`src/rtl/ripple_adder.sv`:
```
// ripple_adder: registered WIDTH-bit ripple-carry adder with carry-in/out; signed overflow flag under RIPPLE_ADDER_OVF_EN
module ripple_adder #(
    parameter int WIDTH = 4
) (
    input  logic             clk,
    input  logic             rst,
    input  logic [WIDTH-1:0] a,
    input  logic [WIDTH-1:0] b,
    input  logic             c,
    input  logic             in_valid,
    output logic [WIDTH-1:0] s,
    output logic             co,
    output logic             out_valid
`ifdef RIPPLE_ADDER_OVF_EN
    ,
    output logic             ovf
`endif
);
    logic [WIDTH-1:0] sum;
    logic [WIDTH:0]   carry;
    // one full adder per bit, carry rippling from bit 0 upward
    always_comb begin
        carry[0] = c;
        sum      = '0;
        for (int k = 0; k < WIDTH; k++) begin
            sum[k]     = a[k] ^ b[k] ^ carry[k];
            carry[k+1] = (a[k] & b[k]) | (a[k] & carry[k]) | (b[k] & carry[k]);
        end
    end
    // result register: loads on accepted operands, holds otherwise
    always_ff @(posedge clk or posedge rst) begin
        if (rst) begin
            s  <= '0;
            co <= 1'b0;
        end else if (in_valid) begin
            s  <= sum;
            co <= carry[WIDTH];
        end
    end
    // out_valid marks the cycle after an accepted operation
    always_ff @(posedge clk or posedge rst) begin
        if (rst) out_valid <= 1'b0;
        else     out_valid <= in_valid;
    end
`ifdef RIPPLE_ADDER_OVF_EN
    // two's-complement overflow: like-signed operands yielding a result of the other sign
    always_ff @(posedge clk or posedge rst) begin
        if (rst)           ovf <= 1'b0;
        else if (in_valid) ovf <= (a[WIDTH-1] == b[WIDTH-1]) && (sum[WIDTH-1] != a[WIDTH-1]);
    end
`endif
endmodule

```
`config.mk`:
```
export PLATFORM = sky130hd
export DESIGN_NAME = ripple_adder
export DESIGN_NICKNAME = d
export VERILOG_FILES = /design/src/rtl/ripple_adder.sv
export SDC_FILE = /design/constraint.sdc
export NUM_CORES = 1
export LEC_CHECK = 0
export CORE_AREA = 2 2 39 41
export DETAILED_ROUTE_END_ITERATION = 8
export DIE_AREA = 0 0 41 43
export PLACE_DENSITY = 0.66
export SLEW_MARGIN = 30
export SYNTH_ARGS = -nofsm -noshare
export SYNTH_HDL_FRONTEND = slang
export SYNTH_SLANG_ARGS = --single-unit
```
`constraint.sdc`:
```
create_clock -name clk -period 1.07 [get_ports clk]
set_clock_uncertainty 0.1 [all_clocks]
set_input_delay 0.214 -clock clk [delete_from_list [all_inputs] [get_ports clk]]
set_output_delay 0.214 -clock clk [all_outputs]
set_load 0.01 [all_outputs]
```
==> report_table.html, run 1 <==
<table>
<tr><th>Metric</th><th>Value</th></tr>
<tr><th colspan="2">Clock network</th></tr>
<tr><td>Inserted Clock Buffers</td><td>3</td></tr>
<tr><td>Clock tree root driver cell</td><td>clkbuf_4</td></tr>
<tr><td>Clock edge transition at the registers on the reported setup and hold paths</td><td>0.05 ns</td></tr>
<tr><td>Maximum buffer depth of the clock tree</td><td>2</td></tr>
<tr><td>H-tree levels</td><td>1</td></tr>
<tr><td>Clock tree from TritonCTS</td><td>yes</td></tr>
<tr><td>Clock tree sinks</td><td>6</td></tr>
<tr><td># hold bufs at CTS</td><td>0</td></tr>
<tr><td>Worst-skew pair later-pin latency</td><td>0.25 ns</td></tr>
<tr><th colspan="2">Route</th></tr>
<tr><td>Initial drt markers</td><td>7</td></tr>
<tr><td>Vias per cell</td><td>3.82</td></tr>
<tr><td>Via count</td><td>256</td></tr>
<tr><td>Detail Route Antenna Nets</td><td>0</td></tr>
<tr><td>Post-route DRC</td><td>0</td></tr>
<tr><td>Drt first pass iters</td><td>5</td></tr>
<tr><td>Final routed wirelength across all metal layers</td><td>750 um</td></tr>
<tr><td>Post-detailed-route wirelength per cell</td><td>11.2 um</td></tr>
<tr><th colspan="2">Synthesis</th></tr>
<tr><td>Post-synthesis adder-cell area fraction</td><td>0.237</td></tr>
<tr><td>Fraction of registers with async set or reset after synthesis</td><td>1.00</td></tr>
<tr><td>Simple-Gate Fraction of Synth Area</td><td>0.0111</td></tr>
<tr><td>Flip-flop and latch count after synthesis</td><td>6</td></tr>
<tr><td>Synth top area cells</td><td>dfrtp_1 44%, fa_1 24%, inv_1 11%</td></tr>
<tr><td>Mean Syn Cell Area</td><td>12.5 um2</td></tr>
<tr><td>Leading area contributor after synthesis</td><td>dfrtp_1</td></tr>
<tr><td>Multiplexer fraction of the synthesized cell area</td><td>0.148</td></tr>
<tr><td>Synthesis warning total</td><td>0</td></tr>
<tr><td>Largest family of logic cells by synthesized area</td><td>adder cells</td></tr>
<tr><td>Complex-gate fraction of the synthesized area</td><td>0.0148</td></tr>
<tr><td>Share of the synthesized area in the top cell type</td><td>0.444</td></tr>
<tr><td>Synthesized cell area</td><td>338 um2</td></tr>
<tr><td>Top-count cell post-synth</td><td>inv_1</td></tr>
<tr><td>Unique masters post-synth</td><td>8</td></tr>
<tr><td>Post-synthesis sequential area ratio</td><td>0.444</td></tr>
<tr><td>Synthesized instance count</td><td>27</td></tr>
<tr><td>Most frequent cells after synthesis</td><td>10 x inv_1, 6 x dfrtp_1, 4 x fa_1</td></tr>
<tr><td>Ys flop type</td><td>dfrtp_1</td></tr>
<tr><td>Post-Syn Nets</td><td>43</td></tr>
<tr><td>Xor/xnor cell area share of the yosys netlist</td><td>0</td></tr>
<tr><td>Number of enable flip-flop cells after synthesis</td><td>0</td></tr>
<tr><th colspan="2">Job</th></tr>
<tr><td>Reported max-cap violation count</td><td>0</td></tr>
<tr><th colspan="2">Timing</th></tr>
<tr><td>Transition at the pin with the smallest max-transition slack</td><td>0.241 ns</td></tr>
<tr><td>Final worst path period share</td><td>1.64</td></tr>
<tr><td>RSZ-0062 raised after global routing</td><td>true</td></tr>
<tr><td>Worst rel slew slack</td><td>0.839</td></tr>
<tr><td>Summed negative setup slack over all endpoints</td><td>-2.16 ns</td></tr>
<tr><td>Hold Violations, Final</td><td>0</td></tr>
<tr><td>Final setup violation count</td><td>7</td></tr>
<tr><td>Slew Viols, Final</td><td>0</td></tr>
<tr><td>F_max</td><td>568 MHz</td></tr>
<tr><td>Fin crit period</td><td>1.76 ns</td></tr>
<tr><td>Worst Slack Setup Final</td><td>-0.690 ns</td></tr>
<tr><th colspan="2">GRT</th></tr>
<tr><td>Total congestion overflow after global routing</td><td>0</td></tr>
<tr><td>Via count of the first global-routing pass</td><td>275</td></tr>
<tr><td>First-pass GRT wire length</td><td>1190 um</td></tr>
<tr><td>Initial antenna violation count</td><td>0</td></tr>
<tr><td>Largest net degree at the start of global routing</td><td>7</td></tr>
<tr><td>Total track usage</td><td>0.113</td></tr>
<tr><th colspan="2">Worst setup path</th></tr>
<tr><td>Worst endpoint required time</td><td>1.14 ns</td></tr>
<tr><td>Worst Setup Path Type</td><td>input pin to register</td></tr>
<tr><td>Startpoint of the worst register-to-register path</td><td>s[1]</td></tr>
<tr><td>Critical path endpoint category</td><td>register</td></tr>
<tr><td>Critical Path Start Type</td><td>input pin</td></tr>
<tr><td>Arrival time of data at the critical path endpoint</td><td>1.83 ns</td></tr>
<tr><td>Critical path origin</td><td>a[0]</td></tr>
<tr><td>Critical-path maximum fanout</td><td>1</td></tr>
<tr><th colspan="2">Placement</th></tr>
<tr><td>Final weighted congestion in routability-driven placement</td><td>0.667</td></tr>
<tr><td>Area post-placement</td><td>554 um2</td></tr>
<tr><td># placed instances</td><td>62</td></tr>
<tr><td>Number of buffers inserted by port buffering</td><td>17</td></tr>
<tr><th colspan="2">Finish</th></tr>
<tr><td>Layout Cells excl Fill</td><td>67</td></tr>
<tr><td>Post-layout instance area</td><td>579 um2</td></tr>
<tr><td>Post-layout nets</td><td>69</td></tr>
<tr><td>Area taken by multi-input logic gates</td><td>146 um2</td></tr>
<tr><td>Number of fill cells</td><td>153</td></tr>
<tr><td>Signed area change from the synthesized netlist to the final layout</td><td>71.5%</td></tr>
<tr><td>Seq. cell area</td><td>150 um2</td></tr>
<tr><td>Antenna cells</td><td>0</td></tr>
<tr><td>Fraction of final layout cells sized beyond drive strength 1</td><td>0.529</td></tr>
<tr><td>Utilization after layout</td><td>0.419</td></tr>
<tr><th colspan="2">Power</th></tr>
<tr><td>Overall power consumption</td><td>0.761 mW</td></tr>
<tr><td>Power per cell area</td><td>1310 mW/mm2</td></tr>
<tr><td>Lkg Pwr</td><td>0.302 nW</td></tr>
<tr><td>Peak supply drop</td><td>0.000416 V</td></tr>
<tr><th colspan="2">Worst hold path</th></tr>
<tr><td>Hold Path Class</td><td>input pin to async pin</td></tr>
<tr><th colspan="2">Floorplan</th></tr>
<tr><td>Core region area</td><td>0.00138 mm2</td></tr>
<tr><td>Initial standard-cell utilization of the core</td><td>0.244</td></tr>
<tr><td>Overall die area</td><td>0.00176 mm2</td></tr>
<tr><td>Row cnt</td><td>14</td></tr>
<tr><td>Die W</td><td>41 um</td></tr>
<tr><td>Top Ports</td><td>18</td></tr>
<tr><td>Die extent in y</td><td>43 um</td></tr>
<tr><th colspan="2">Outcome</th></tr>
<tr><td>Failing checks</td><td>negative setup slack</td></tr>
<tr><td>Run status</td><td>finished, violations left</td></tr>
</table>
## critical path, stage by stage
cell and delay, ns:
buf_8 0.11, clkinv_8 0.03, fa_2 0.18, inv_2 0.04
fa_2 0.33, fa_2 0.34, inv_2 0.06, fa_1 0.39
mux2i_1 0.14
## layer usage
layer	GRT usage	part of all wire	vias up
met3	0.0471	0.064	4
li1	-	-	124
met5	0	0	-
met4	0.100	0.043	0
met1	0.120	0.32	117
met2	0.159	0.57	11
## cell usage in the layout, fill, tap and decap left out, types with 3 or more instances in the layout
cell and instances:
inv_1 5, fa_2 3, buf_4 5, clkdlybuf4s50_1 5
clkbuf_4 3, buf_2 6, dfrtp_1 6
## report_power, final
part | switching, mW | leakage, nW | internal, mW
clock network | 0.0924 | 0.0138 | 0.128
logic | 0.103 | 0.219 | 0.151
registers | 0.0191 | 0.0694 | 0.268
## through the flow
stage	hold slack (ns)	worst slack [ns]
floorplan	-0.0950	-0.808
global placement	0.343	-1.37
detailed placement	0.349	-1.40
CTS	0.0873	-0.762
global route	0.101	-0.730
finish	0.0830	-0.690
## cells by family (layout without fill, tap and decap cells)
logic type / Yosys count / in the layout
AO/OA/AOI/OAI: 1 / 1
adder cells (fa/ha/maj): 4 / 4
buffers and inverters: 11 / 35
flip-flops: 6 / 6
multiplexers: 4 / 4
AND/OR/NAND/NOR: 1 / 1
## registers in the layout, summed over array words and instances (netlist names)
| signal | flops |
|---|---|
| co | 1 |
| out_valid | 1 |
| s | 4 |
## final timing paths
check / endpoint / slack (ns) / cells past startpoint
max: s[3] / -0.69 / 9
max reg2reg: s[1] / 0.10 / 2
min: s[0] / 0.08 / 2
min in group clk: s[1] / 0.25 / 2
max in group asynchronous: s[3] / 0.59 / 2
min reg2reg: s[3] / 0.41 / 2
## area by class of cell
cell class | count | area share
clock buffers | 3 | 0.0389
flip-flops and latches | 6 | 0.259
multi-input cells | 10 | 0.253
repair buffers | 22 | 0.320
well taps | 16 | 0.0346
inverters | 10 | 0.0950
## what timing repair did
| item | CTS | global route |
|---|---|---|
| buffers inserted | 2 | 0 |
| setup endpoints to repair | 11 | 11 |
| pin swaps | 4 | 4 |
| endpoints found under the hold margin | 0 | 0 |
| resized for setup | 44 | 4 |
No activity file was read; power rests on OpenSTA's default activity.
==> inputs of run 2 (changes only) <==
--- a/config.mk
+++ b/config.mk
@@ -5,6 +5,7 @@
 export SDC_FILE = /design/constraint.sdc
 export NUM_CORES = 1
 export LEC_CHECK = 0
+export ABC_CLOCK_PERIOD_IN_PS = 1070
 export CORE_AREA = 2 2 39 41
 export DETAILED_ROUTE_END_ITERATION = 8
 export DIE_AREA = 0 0 41 43
==> results of run 2 <==
No change in the layout: final DEF, timing and power equal those of run 1.
==> inputs of run 3 (changes only) <==
--- a/config.mk
+++ b/config.mk
@@ -5,11 +5,13 @@
 export SDC_FILE = /design/constraint.sdc
 export NUM_CORES = 1
 export LEC_CHECK = 0
+export ABC_AREA = 1
 export ABC_CLOCK_PERIOD_IN_PS = 1070
 export CORE_AREA = 2 2 39 41
+export CTS_CLUSTER_SIZE = 14
 export DETAILED_ROUTE_END_ITERATION = 8
 export DIE_AREA = 0 0 41 43
-export PLACE_DENSITY = 0.66
+export PLACE_DENSITY = 0.65
 export SLEW_MARGIN = 30
 export SYNTH_ARGS = -nofsm -noshare
 export SYNTH_HDL_FRONTEND = slang
==> run 3 against run 2 <==
Combinational power is 2% higher. Critical path type unchanged. Largest cell class unchanged. The flow still finishes with violations (negative setup slack). Utilization is 2.4 points higher. Synthesized cell count is 37% higher. Power is 2.7% lower.
==> report_table.html, run 3 <==
<table>
<tr><th>Metric</th><th>Value</th></tr>
<tr><th colspan="2">Synthesis</th></tr>
<tr><td>Ys flop type</td><td>dfrtp_1</td></tr>
<tr><td>Synth top area cells</td><td>dfrtp_1 45%, fa_1 24%, nand2_1 17%</td></tr>
<tr><td>Mean Syn Cell Area</td><td>8.96 um2</td></tr>
<tr><td>Synthesis warning total</td><td>0</td></tr>
<tr><td>Post-synthesis sequential area ratio</td><td>0.453</td></tr>
<tr><td>Flip-flop and latch count after synthesis</td><td>6</td></tr>
<tr><td>Synthesized cell area</td><td>332 um2</td></tr>
<tr><td>Post-Syn Nets</td><td>53</td></tr>
<tr><td>Number of enable flip-flop cells after synthesis</td><td>0</td></tr>
<tr><td>Fraction of registers with async set or reset after synthesis</td><td>1.00</td></tr>
<tr><td>Share of the synthesized area in the top cell type</td><td>0.453</td></tr>
<tr><td>Unique masters post-synth</td><td>5</td></tr>
<tr><td>Most frequent cells after synthesis</td><td>15 x nand2_1, 11 x inv_1, 6 x dfrtp_1</td></tr>
<tr><td>Complex-gate fraction of the synthesized area</td><td>0</td></tr>
<tr><td>Top-count cell post-synth</td><td>nand2_1</td></tr>
<tr><td>Simple-Gate Fraction of Synth Area</td><td>0.170</td></tr>
<tr><td>Largest family of logic cells by synthesized area</td><td>adder cells</td></tr>
<tr><td>Synthesized instance count</td><td>37</td></tr>
<tr><td>Xor/xnor cell area share of the yosys netlist</td><td>0</td></tr>
<tr><td>Multiplexer fraction of the synthesized cell area</td><td>0</td></tr>
<tr><td>Post-synthesis adder-cell area fraction</td><td>0.242</td></tr>
<tr><td>Leading area contributor after synthesis</td><td>dfrtp_1</td></tr>
<tr><th colspan="2">Route</th></tr>
<tr><td>Vias per cell</td><td>3.66</td></tr>
<tr><td>Post-detailed-route wirelength per cell</td><td>7.54 um</td></tr>
<tr><td>Drt first pass iters</td><td>1</td></tr>
<tr><td>Initial drt markers</td><td>0</td></tr>
<tr><td>Via count</td><td>293</td></tr>
<tr><td>Final routed wirelength across all metal layers</td><td>603 um</td></tr>
<tr><td>Post-route DRC</td><td>0</td></tr>
<tr><td>Detail Route Antenna Nets</td><td>0</td></tr>
<tr><th colspan="2">Floorplan</th></tr>
<tr><td>Core region area</td><td>0.00138 mm2</td></tr>
<tr><td>Die extent in y</td><td>43 um</td></tr>
<tr><td>Row cnt</td><td>14</td></tr>
<tr><td>Die W</td><td>41 um</td></tr>
<tr><td>Top Ports</td><td>18</td></tr>
<tr><td>Initial standard-cell utilization of the core</td><td>0.240</td></tr>
<tr><td>Overall die area</td><td>0.00176 mm2</td></tr>
<tr><th colspan="2">Worst setup path</th></tr>
<tr><td>Kind of cell adding the most delay to the critical path</td><td>adder cells</td></tr>
<tr><td>Worst setup slack for register-to-register paths</td><td>0.14 ns</td></tr>
<tr><td>R2R Path End</td><td>s[0]</td></tr>
<tr><td>Arrival time of data at the critical path endpoint</td><td>1.87 ns</td></tr>
<tr><td>Startpoint of the worst register-to-register path</td><td>s[0]</td></tr>
<tr><td>Critical path endpoint category</td><td>register</td></tr>
<tr><td>Cell mode on critical path</td><td>fa_2</td></tr>
<tr><td>Cells along the critical path</td><td>buf_8, inv_12, fa_2, inv_2, fa_2, fa_2, inv_2, fa_2, inv_2, nand2_1, nand2_1</td></tr>
<tr><td>Slowest stage delay, CP</td><td>0.42 ns</td></tr>
<tr><td>Critical Path Slowest Stage Cell</td><td>fa_2</td></tr>
<tr><td>Worst Setup Path Type</td><td>input pin to register</td></tr>
<tr><td>Number of buffer and inverter stages on the critical path</td><td>5</td></tr>
<tr><td>Critical-path maximum fanout</td><td>1</td></tr>
<tr><td>Worst endpoint required time</td><td>1.15 ns</td></tr>
<tr><td>Critical Path Start Type</td><td>input pin</td></tr>
<tr><td>Worst R2R Path Depth</td><td>4</td></tr>
<tr><th colspan="2">Finish</th></tr>
<tr><td>Fraction of final layout cells sized beyond drive strength 1</td><td>0.484</td></tr>
<tr><td>Signed area change from the synthesized netlist to the final layout</td><td>84.5%</td></tr>
<tr><td>Top reg by flops</td><td>s</td></tr>
<tr><td>Layout Cells excl Fill</td><td>80</td></tr>
<tr><td>Most common cell after layout, fill and taps aside</td><td>nand2_1</td></tr>
<tr><td>Antenna cells</td><td>0</td></tr>
<tr><td>Number of fill cells</td><td>152</td></tr>
<tr><td>Leading cell types in the layout, fill and taps excluded</td><td>15 x nand2_1, 7 x buf_4, 6 x inv_2, 6 x dfrtp_1, 6 x clkdlybuf4s50_1</td></tr>
<tr><td>Post-layout nets</td><td>82</td></tr>
<tr><td>Number of flip-flops under the largest register name</td><td>4</td></tr>
<tr><td>Utilization after layout</td><td>0.442</td></tr>
<tr><td>Largest registers in the final layout</td><td>s x4, co x1, out_valid x1</td></tr>
<tr><th colspan="2">Placement</th></tr>
<tr><td>Number of buffers inserted by port buffering</td><td>17</td></tr>
<tr><td># placed instances</td><td>74</td></tr>
<tr><td>HPWL after detailed placement</td><td>496 um</td></tr>
<tr><td>Final weighted congestion in routability-driven placement</td><td>0.641</td></tr>
<tr><th colspan="2">Clock network</th></tr>
<tr><td>Clock tree sinks</td><td>6</td></tr>
<tr><td>Maximum buffer depth of the clock tree</td><td>2</td></tr>
<tr><td># hold bufs at CTS</td><td>0</td></tr>
<tr><td>Clock tree from TritonCTS</td><td>yes</td></tr>
<tr><td>Worst-skew pair later-pin latency</td><td>0.24 ns</td></tr>
<tr><td>Clock tree root driver cell</td><td>clkbuf_4</td></tr>
<tr><td>Inserted Clock Buffers</td><td>3</td></tr>
<tr><td>Clock edge transition at the registers on the reported setup and hold paths</td><td>0.04 ns</td></tr>
<tr><td>H-tree levels</td><td>1</td></tr>
<tr><th colspan="2">Timing</th></tr>
<tr><td>Final worst path period share</td><td>1.67</td></tr>
<tr><td>Worst rel slew slack</td><td>0.850</td></tr>
<tr><td>Final setup violation count</td><td>4</td></tr>
<tr><td>RSZ-0062 raised after global routing</td><td>true</td></tr>
<tr><td>Worst Slack Setup Final</td><td>-0.722 ns</td></tr>
<tr><td>Transition at the pin with the smallest max-transition slack</td><td>0.224 ns</td></tr>
<tr><td>Worst Hold Margin</td><td>0.0874 ns</td></tr>
<tr><td>Slew Viols, Final</td><td>0</td></tr>
<tr><td>Hold Violations, Final</td><td>0</td></tr>
<tr><td>F_max</td><td>558 MHz</td></tr>
<tr><td>Fin crit period</td><td>1.79 ns</td></tr>
<tr><td>Summed negative setup slack over all endpoints</td><td>-1.81 ns</td></tr>
<tr><th colspan="2">GRT</th></tr>
<tr><td>Initial antenna violation count</td><td>0</td></tr>
<tr><td>Largest net degree at the start of global routing</td><td>7</td></tr>
<tr><td>Total track usage</td><td>0.0961</td></tr>
<tr><td>Total congestion overflow after global routing</td><td>0</td></tr>
<tr><td>Via count of the first global-routing pass</td><td>285</td></tr>
<tr><td>First-pass GRT wire length</td><td>1070 um</td></tr>
<tr><th colspan="2">Worst hold path</th></tr>
<tr><td>Hold Path Class</td><td>input pin to async pin</td></tr>
<tr><th colspan="2">Power</th></tr>
<tr><td>Peak supply drop</td><td>0.000346 V</td></tr>
<tr><td>Power per cell area</td><td>1210 mW/mm2</td></tr>
<tr><td>Lkg Pwr</td><td>0.331 nW</td></tr>
<tr><th colspan="2">Outcome</th></tr>
<tr><td>Failing checks</td><td>negative setup slack</td></tr>
<tr><td>Run status</td><td>finished, violations left</td></tr>
<tr><th colspan="2">Job</th></tr>
<tr><td>Reported max-cap violation count</td><td>0</td></tr>
</table>
==> run 3: timing repair <==
item / 4_1_cts / 5_1_grt
resized for setup: 44 / 4
hold endpoints to repair: 0 / 0
setup buffers: 3 / 0
setup endpoints to repair: 11 / 9
pin swaps: 7 / 4
==> run 3: final cells by class <==
type,count,area (um2),area share
Timing Repair Buffer,24,210,0.344
Sequential cell,6,150,0.245
Multi-Input combinational cell,19,146,0.239
Inverter,12,62.6,0.102
Clock buffer,3,22.5,0.0368
Tap cell,16,20.0,0.0327
==> run 3: worst max-delay path by stage <==
| stage | start | slack (ns) | cells past startpoint | endpoint |
|---|---|---|---|---|
| 2_1_floorplan | a[0] | -0.82 | 10 | s[3] |
| 3_3_place_gp | a[0] | -1.50 | 11 | s[3] |
| 3_5_place_dp | a[0] | -1.50 | 11 | s[3] |
| 4_1_cts | a[0] | -0.79 | 11 | s[3] |
| 5_1_grt | a[0] | -0.79 | 11 | s[3] |
| 6_report | a[0] | -0.72 | 11 | s[3] |
==> run 3: worst register-to-register path: stages, from the launching register on <==
cell and delay (ns):
dfrtp_1 0.38, buf_4 0.13, buf_4 0.11, nand2_1 0.05
nand2_1 0.04
==> run 3: per-layer routing <==
layer | vias to the layer above | share of wire | track usage | wire length, um
met2 | 11 | 0.52 | 0.125 | 316
met4 | 0 | 0 | 0.120 | 0
met5 | - | 0 | 0 | 0
li1 | 154 | - | - | -
met3 | 0 | 0.060 | 0.0157 | 36
met1 | 128 | 0.41 | 0.112 | 250
==> run 3: through the flow <==
stage,worst slack (ns),cell area [um2],power [mW]
6_report,-0.722,612,0.741
5_1_grt,-0.791,612,0.797
4_1_cts,-0.786,599,0.737
3_5_place_dp,-1.50,579,0.531
3_3_place_gp,-1.50,579,0.527
2_1_floorplan,-0.816,359,0.370
==> run 3: logic make-up after synthesis <==
family                   after synthesis
AND/OR/NAND/NOR                       15
flip-flops                             6
adder cells (fa/ha/maj)                4
buffers and inverters                 12
==> run 3: power breakdown <==
group | switching, mW | total [mW] | internal (mW)
Combinational | 0.103 | 0.260 | 0.157
Sequential | 0.0168 | 0.277 | 0.260
Clock | 0.0771 | 0.204 | 0.127
Total | 0.197 | 0.741 | 0.543
